File: src/rtl/awb_gain.sv
// ---------------------------------------------------------------------------
// awb_gain -- auto-white-balance gain computation and application.
//
// Purpose:
//   Captures per-channel frame means, derives the red and blue gains
//   K_R = G*64/R and K_B = G*64/B (unsigned Q2.6, saturated to 255) with a
//   shared sequential restoring divider, and applies the current gains to a
//   pixel stream with rounding and saturation.
//
// Ports:
//   clk            in   clock, all state on the rising edge
//   rst_n          in   asynchronous active-low reset
//   mean_valid_i   in   one-cycle strobe, r/g/b means valid
//   r_mean_i       in   [7:0] red frame mean
//   g_mean_i       in   [7:0] green frame mean
//   b_mean_i       in   [7:0] blue frame mean
//   valid_i        in   pixel valid
//   color_i        in   [1:0] pixel colour (0=R, 1=G, 2=B, 3=reserved)
//   value_i        in   [7:0] pixel value
//   last_i         in   last pixel of frame
//   ready_o        out  pixel accepted when high (only while idle)
//   valid_o        out  gained pixel valid
//   color_o        out  [1:0] gained pixel colour
//   value_o        out  [7:0] gained pixel value
//   last_o         out  gained pixel last flag
//   k_r_o          out  [7:0] current red gain, Q2.6
//   k_b_o          out  [7:0] current blue gain, Q2.6
// ---------------------------------------------------------------------------
module awb_gain (
    input  logic       clk,
    input  logic       rst_n,
    input  logic       mean_valid_i,
    input  logic [7:0] r_mean_i,
    input  logic [7:0] g_mean_i,
    input  logic [7:0] b_mean_i,
    input  logic       valid_i,
    input  logic [1:0] color_i,
    input  logic [7:0] value_i,
    input  logic       last_i,
    output logic       ready_o,
    output logic       valid_o,
    output logic [1:0] color_o,
    output logic [7:0] value_o,
    output logic       last_o,
    output logic [7:0] k_r_o,
    output logic [7:0] k_b_o
);

    localparam logic [7:0] GAIN_ONE = 8'd64;
    localparam logic [3:0] CNT_LAST = 4'd13;   // 14 quotient bits: 0..13

    typedef enum logic [1:0] {
        IDLE   = 2'd0,
        DIV_R  = 2'd1,
        DIV_B  = 2'd2,
        UPDATE = 2'd3
    } state_t;

    // -----------------------------------------------------------------------
    // Helper functions
    // -----------------------------------------------------------------------

    // Clamp a 14-bit quotient to the 8-bit gain range; a zero divisor always
    // yields full-scale gain regardless of the dividend.
    function automatic logic [7:0] sat_quotient(input logic [13:0] q,
                                                input logic        div_zero);
        logic [7:0] res;
        if (div_zero || (q[13:8] != 6'd0)) begin
            res = 8'd255;
        end else begin
            res = q[7:0];
        end
        return res;
    endfunction

    // (value * gain + 32) >> 6, clamped to 255. 17 bits hold the largest
    // product plus the rounding constant without overflow.
    function automatic logic [7:0] apply_gain(input logic [7:0] value,
                                              input logic [7:0] gain);
        logic [16:0] acc;
        logic [10:0] shifted;
        logic [7:0]  res;
        acc     = 17'(value) * 17'(gain) + 17'd32;
        shifted = acc[16:6];
        if (shifted[10:8] != 3'd0) begin
            res = 8'd255;
        end else begin
            res = shifted[7:0];
        end
        return res;
    endfunction

    // -----------------------------------------------------------------------
    // Registers
    // -----------------------------------------------------------------------
    state_t      state_q;
    logic [3:0]  cnt_q;
    logic [7:0]  r_mean_q;
    logic [7:0]  g_mean_q;
    logic [7:0]  b_mean_q;
    logic [13:0] dvd_q;      // dividend, consumed MSB first
    logic [7:0]  rem_q;      // partial remainder, always < divisor
    logic [13:0] quo_q;      // quotient bits shifted in LSB side
    logic [7:0]  kr_res_q;   // red result parked until UPDATE
    logic        ready_q;
    logic [7:0]  k_r_q;
    logic [7:0]  k_b_q;

    logic        valid_q;
    logic [1:0]  color_q;
    logic [7:0]  value_q;
    logic        last_q;

    // -----------------------------------------------------------------------
    // Restoring divider step (one quotient bit per cycle)
    // -----------------------------------------------------------------------
    logic [7:0]  divisor_d;
    logic [8:0]  rem_sh_d;
    logic [8:0]  rem_step_d;
    logic        qbit_d;
    logic [13:0] quo_step_d;

    always_comb begin
        divisor_d  = (state_q == DIV_B) ? b_mean_q : r_mean_q;
        rem_sh_d   = {rem_q, dvd_q[13]};
        qbit_d     = (rem_sh_d >= {1'b0, divisor_d});
        rem_step_d = qbit_d ? (rem_sh_d - {1'b0, divisor_d}) : rem_sh_d;
        quo_step_d = {quo_q[12:0], qbit_d};
    end

    // -----------------------------------------------------------------------
    // Control FSM with divider datapath and gain registers
    // -----------------------------------------------------------------------
    always_ff @(posedge clk or negedge rst_n) begin
        if (!rst_n) begin
            state_q  <= IDLE;
            cnt_q    <= 4'd0;
            r_mean_q <= 8'd0;
            g_mean_q <= 8'd0;
            b_mean_q <= 8'd0;
            dvd_q    <= 14'd0;
            rem_q    <= 8'd0;
            quo_q    <= 14'd0;
            kr_res_q <= GAIN_ONE;
            ready_q  <= 1'b1;
            k_r_q    <= GAIN_ONE;
            k_b_q    <= GAIN_ONE;
        end else begin
            case (state_q)
                IDLE: begin
                    if (mean_valid_i) begin
                        r_mean_q <= r_mean_i;
                        g_mean_q <= g_mean_i;
                        b_mean_q <= b_mean_i;
                        dvd_q    <= {g_mean_i, 6'd0};
                        rem_q    <= 8'd0;
                        quo_q    <= 14'd0;
                        cnt_q    <= 4'd0;
                        ready_q  <= 1'b0;
                        state_q  <= DIV_R;
                    end
                end

                DIV_R: begin
                    if (cnt_q == CNT_LAST) begin
                        // Park the red result and restart the divider on
                        // the same dividend for blue.
                        kr_res_q <= sat_quotient(quo_step_d, r_mean_q == 8'd0);
                        dvd_q    <= {g_mean_q, 6'd0};
                        rem_q    <= 8'd0;
                        quo_q    <= 14'd0;
                        cnt_q    <= 4'd0;
                        state_q  <= DIV_B;
                    end else begin
                        dvd_q <= dvd_q << 1;
                        rem_q <= rem_step_d[7:0];
                        quo_q <= quo_step_d;
                        cnt_q <= cnt_q + 4'd1;
                    end
                end

                DIV_B: begin
                    dvd_q <= dvd_q << 1;
                    rem_q <= rem_step_d[7:0];
                    quo_q <= quo_step_d;
                    if (cnt_q == CNT_LAST) begin
                        cnt_q   <= 4'd0;
                        state_q <= UPDATE;
                    end else begin
                        cnt_q <= cnt_q + 4'd1;
                    end
                end

                UPDATE: begin
                    // Both gains change on the same edge.
                    k_r_q   <= kr_res_q;
                    k_b_q   <= sat_quotient(quo_q, b_mean_q == 8'd0);
                    ready_q <= 1'b1;
                    state_q <= IDLE;
                end

                default: begin
                    ready_q <= 1'b1;
                    state_q <= IDLE;
                end
            endcase
        end
    end

    // -----------------------------------------------------------------------
    // Pixel path: one registered stage
    // -----------------------------------------------------------------------
    logic       pix_accept_d;
    logic [7:0] pix_value_d;

    always_comb begin
        pix_accept_d = valid_i & ready_q;
        case (color_i)
            2'd0:    pix_value_d = apply_gain(value_i, k_r_q);
            2'd2:    pix_value_d = apply_gain(value_i, k_b_q);
            default: pix_value_d = value_i;
        endcase
    end

    always_ff @(posedge clk or negedge rst_n) begin
        if (!rst_n) begin
            valid_q <= 1'b0;
            last_q  <= 1'b0;
            color_q <= 2'd0;
            value_q <= 8'd0;
        end else begin
            valid_q <= pix_accept_d;
            last_q  <= pix_accept_d & last_i;
            // Data holds its last value when nothing is accepted.
            if (pix_accept_d) begin
                color_q <= color_i;
                value_q <= pix_value_d;
            end
        end
    end

    assign ready_o = ready_q;
    assign valid_o = valid_q;
    assign color_o = color_q;
    assign value_o = value_q;
    assign last_o  = last_q;
    assign k_r_o   = k_r_q;
    assign k_b_o   = k_b_q;

endmodule

File: config.mk
export PLATFORM = sky130hd
export DESIGN_NAME = awb_gain
export DESIGN_NICKNAME = d
export VERILOG_FILES = /design/src/rtl/awb_gain.sv
export SDC_FILE = /design/constraint.sdc
export NUM_CORES = 1
export LEC_CHECK = 0
export CAP_MARGIN = 20
export CORE_MARGIN = 2
export CORE_UTILIZATION = 45
export CTS_BUF_LIST = sky130_fd_sc_hd__clkbuf_4
export DETAILED_ROUTE_END_ITERATION = 12
export HOLD_SLACK_MARGIN = 0.1
export PLACE_DENSITY = 0.67
export SLEW_MARGIN = 20
export SYNTH_ARGS = -nofsm -noshare
export SYNTH_HDL_FRONTEND = slang
export SYNTH_SLANG_ARGS = --single-unit
File: constraint.sdc
create_clock -name clk -period 13 [get_ports clk]
set_input_delay 1.3 -clock clk [delete_from_list [all_inputs] [get_ports clk]]
set_output_delay 1.3 -clock clk [all_outputs]
set_load 0.05 [all_outputs]
### Yosys cells after proc, flatten, opt, wreduce, memory -nomap -nowiden

Cells that the tools add are included.
Widths: inputs -> output; s select.

* output and inout port bits: 29
* bits in registers: 103
* word-level logic and storage cells: 78

* equality and inequality tests: 8
* $add $sub $neg: 4
* order comparisons: 1
* reduce and logical (&&, ||, !) cells: 20
* bitwise gates (word level): 2
* mux-type cells: 25
* multipliers: 2

Operators by type and width (number)
* $pmux 14 s3: 2
* $mux 8: 8
* $mux 14: 4
* $add 16x6->17 const B: 2
* $mul 8x8->16: 2
* $pmux 8 s3: 1
* $logic_not 8->1: 2
* $pmux 8 s2: 1
* $reduce_bool 6->1: 2
* $reduce_and 2->1: 5
* $ge 9x8->1: 1
* $reduce_bool 3->1: 3
* $mux 4: 2
* $pmux 2 s4: 1
* $pmux 4 s2: 1
* $sub 8x8->8: 1
* $eq 2x2->1 const B: 3
* $mux 2: 3
* $add 4x1->4 const B: 1
* $eq 4x4->1 const B: 1
* $logic_not 2->1: 2
* $ne 2x2->1 const B: 2
* $reduce_bool 2->1: 2
* $reduce_and 3->1: 1
* other kinds (7): 9

### Longest topological paths before layout

* depth after elaboration: 6
* gate-level depth with buffers: 19
* depth with buffers taken out: 17

### Worst setup path before layout

No wires, ideal clock.

* kind: input -> register
* start: input value_i[3]
* end: register value_q[4], in the netlist value_o[4]
* path buffers: 1
* arrival time: 5.661 ns
* slack: 7.208 ns
* cell stages on the path: 16
* data required time: 12.870 ns
* cell sequence: clkbuf_1 > and2_1 > fa_1 > fa_1 > fa_1 > inv_1 > fa_1 > inv_1 > ha_1 > a211oi_2 > nor3b_1 > or4_1 > a21oi_1 > nor3_2 > a2111oi_2 > o31ai_1

* word-level cells in the longest chain between the ends: 5

Ends and longest elaborated chain
* start: declaration: line 38 `input logic [7:0] value_i,`
* $mul 8x8->16: line 83 `acc = 17'(value) * 17'(gain) + 17'd32;`
* $add 16x6->17: line 83
* $reduce_bool 3->1: line 85 `if (shifted[10:8] != 3'd0) begin`
* $mux 8: line 85
* $pmux 8 s2 *: line 218 `case (color_i)`
* end signal: assignment: line 237 `value_q <= pix_value_d;`
* end: declaration: line 111 `logic [7:0] value_q;`

Mark *: on every way between the ends. The rest lies on a longest branch, timed or not.
A chain may end at the register's enable or synchronous reset.

### Worst setup path after layout

* start: input value_i[4]
* end: register value_q[6], in the netlist value_o[6]

Same word-level chain as after synthesis.

==> results by group <==
Timing
  – Worst-margin pin slew: 1.00 ns
  – Post-route minimum period: 6.47 ns
  – Max frequency: 0.155 GHz
  – Skew final: 0.0260 ns
  – Final hold viol count: 0
  – Final setup viols: 0
  – Slew HR: 33.2%
  – Sum of negative setup slack: 0 ns
  – Slew Viols, Final: 0
  – RSZ-0062 raised after global routing: no
  – Tcrit/Tclk final: 49.8%

Layout
  – Number of fill cells: 1,788
  – Layout cells sized above 1: 7.24%
  – Commonest non-fill, non-tap cells in the layout: and2_1, ha_1, dfrtp_1, nand2_1, inv_1
  – Fin nets: 1,153
  – Layout Area Growth over Synthesis: 12.4%
  – Final non-filler cell total: 1,214
  – Commonest non-fill, non-tap cell in the layout: and2_1

Clock network
  – Longest Clk Path Bufs: 2
  – CTS Buf Count: 9
  – H-tree levels: 3
  – Clock net sink count: 97
  – Clock-pin slew on the worst setup and hold paths: 0.18 ns
  – Post-CTS setup buffer count: 0
  – Hold Buf Count CTS: 0
  – Insertion delay to the later sink of the worst-skew pair: 0.49 ns
  – Clk root buf: clkbuf_4
  – # resized after CTS: 0
  – CTS tree: yes

Floorplan
  – Die Area: 0.0206 mm^2
  – Starting Density: 46.3%
  – Die height: 143 um
  – Standard-cell row count: 50
  – Total I/O pin count: 68
  – Die Wd: 143 um
  – Core ar.: 0.0189 mm^2

Global routing
  – Largest net degree at the start of global routing: 56
  – First-pass GRT wire length: 33,200 um
  – Grt ovf: 0
  – All-Layer GR Usage: 20.4%
  – Vias in the first global route: 6,600
  – Initial antenna violation count: 1

Worst setup path
  – Reg-to-reg endpoint: value_o[6]
  – Worst path slowest cell: clkdlybuf4s50_1
  – Reg2Reg Depth: 15
  – CP endpoint kind: register
  – CP Launch Point: value_i[4]
  – Cell repeated most along the worst path: fa_1
  – Kind of critical path: in -> reg
  – Required time of the critical path: 13.43 ns
  – Startpoint Class: input port
  – CP max FO: 18
  – Worst R2R Start: k_b_o[6]
  – Crit-path cells: clkdlybuf4s50_1 -> and2_1 -> fa_1 -> fa_1 -> fa_1 -> inv_1 -> fa_1 -> inv_1 -> ha_1 -> a211oi_1 -> o211ai_1 -> o211ai_1 -> o22ai_1 -> nor3_1 -> a221oi_1 -> a31oi_1
  – R2R setup slack: 7.68 ns
  – WP data arrival: 6.91 ns
  – Slowest Stage Delay on Critical Path: 0.82 ns

Logic synthesis
  – Dominant synthesized flop cell: dfrtp_1
  – Yosys top cell by area: dfrtp_1
  – Gate Count Post-Synth: 892
  – Ys async rst share: 100%
  – Mapped Area: 0.00874 mm^2
  – Avg Cell Area, Syn: 9.80 um^2
  – Post-synth EDFFs: 0
  – Net count after synthesis: 1,097
  – Synthesis Warnings: 0
  – Post-synthesis sequential area ratio: 27.8%
  – Post-synth top area share: 26.6%
  – Flops & latches, synth: 97
  – Yosys cell types: 59
  – Area contributors post-synth: dfrtp_1, fa_1, ha_1

Placed design
  – DP Cell Count: 1,197
  – DP HPWL: 15,000 um
  – Port Buffers: 67
  – GP Congestion: 0.857

Hold path
  – Hold Crit Class: reg -> reg
  – WHS Endpoint: quo_q[13]
  – Hold path cells: 2
  – Hold path startpoint: quo_q[13]

Routing
  – Number of remaining DRC errors: 0
  – Vias per std cell: 5.39
  – Final ANT Viol Nets: 0
  – Total number of vias: 6,539
  – Final wirelength: 19,600 um
  – Per-cell routed wire length: 16.1 um
  – Iter 0 DRT Violations: 328
  – Drt pass-1 iters: 4

Job
  – Maxcap violations: 0

Outcome
  – Outcome: finished, final reports clean
## area by class of cell
type | instances | area, um^2 | area share, %
well taps | 260 | 325 | 3.31
clock inverters | 7 | 86.3 | 0.878
flip-flops and latches | 97 | 2430 | 24.7
inverters | 87 | 327 | 3.32
diodes | 1 | 2.50 | 0.0255
clock buffers | 9 | 67.6 | 0.687
multi-input cells | 681 | 5880 | 59.9
repair buffers | 72 | 706 | 7.18
## layer usage
metal | share of wire [%] | up-vias | track usage (%)
met5 | 0 | - | 0
met4 | 1.8 | 0 | 5.47
met3 | 3.0 | 27 | 2.73
met2 | 49 | 112 | 34.5
met1 | 47 | 3248 | 27.6
li1 | - | 3152 | -
## critical path: cells and delay by family
kind	cells	cell delay (ns)
adder cells (fa/ha/maj)	5	2.43
AO/OA/AOI/OAI	6	1.36
buffers and inverters	3	0.91
AND/OR/NAND/NOR	2	0.88
## through the flow
| stage | hold WS, ns | setup slack [ns] | util (%) | area (um^2) |
|---|---|---|---|---|
| floorplan | 0.430 | 7.21 | - | 8740 |
| global placement | 0.446 | 6.27 | 51.2 | 9670 |
| detailed placement | 0.468 | 6.11 | 51.2 | 9670 |
| CTS | 0.504 | 6.61 | 52.0 | 9830 |
| global route | 0.524 | 6.27 | 52.0 | 9830 |
| finish | 0.501 | 6.53 | 52.0 | 9830 |
## worst max path at each step
stage / end / slack, ns / cells past startpoint
after floorplan: value_o[4] / 7.21 / 16
after global placement: value_o[6] / 6.27 / 16
after detailed placement: value_o[6] / 6.11 / 16
after CTS: value_o[1] / 6.61 / 16
after global routing: value_o[0] / 6.27 / 16
final: value_o[6] / 6.53 / 16
## registers in the layout (all words and copies together), names as in the netlist
signal	flops
rem_q	8
ready_o	1
b_mean_q	8
dvd_q	8
k_r_o	8
value_o	8
last_o	1
k_b_o	8
valid_o	1
kr_res_q	8
state_q	2
g_mean_q	8
color_o	2
quo_q	14
r_mean_q	8
cnt_q	4
## cells in the mapped netlist (6+ instances only)
| library cell | n |
|---|---|
| nand4_1 | 6 |
| a21oi_1 | 38 |
| o22a_1 | 15 |
| nor2_1 | 36 |
| o31ai_1 | 8 |
| and2_1 | 97 |
| mux2i_1 | 17 |
| and3_1 | 7 |
| nand3_1 | 22 |
| nor2b_1 | 9 |
| ha_1 | 93 |
| xnor2_1 | 10 |
| fa_1 | 73 |
| a31oi_1 | 9 |
| dfrtp_1 | 93 |
| xor2_1 | 7 |
| o21ai_0 | 26 |
| clkbuf_1 | 26 |
| nand2_1 | 92 |
| mux2_2 | 34 |
| o21ai_1 | 7 |
| inv_1 | 87 |
## logic make-up (layout without fill, tap and decap cells)
logic type | count (synthesis) | in the layout | synth area share [%]
flops | 97 | 97 | 27.8
simple gates | 294 | 294 | 17.2
fa+ha+maj | 166 | 166 | 30.0
compound gates | 152 | 152 | 11.8
xor+xnor | 17 | 17 | 1.70
buf+inv | 114 | 175 | 4.91
mux | 52 | 52 | 6.50
other cells | 0 | 1 | 0
Power is not shown: default switching activity piles up to over one toggle a cycle in this logic, so the estimate is an artifact.
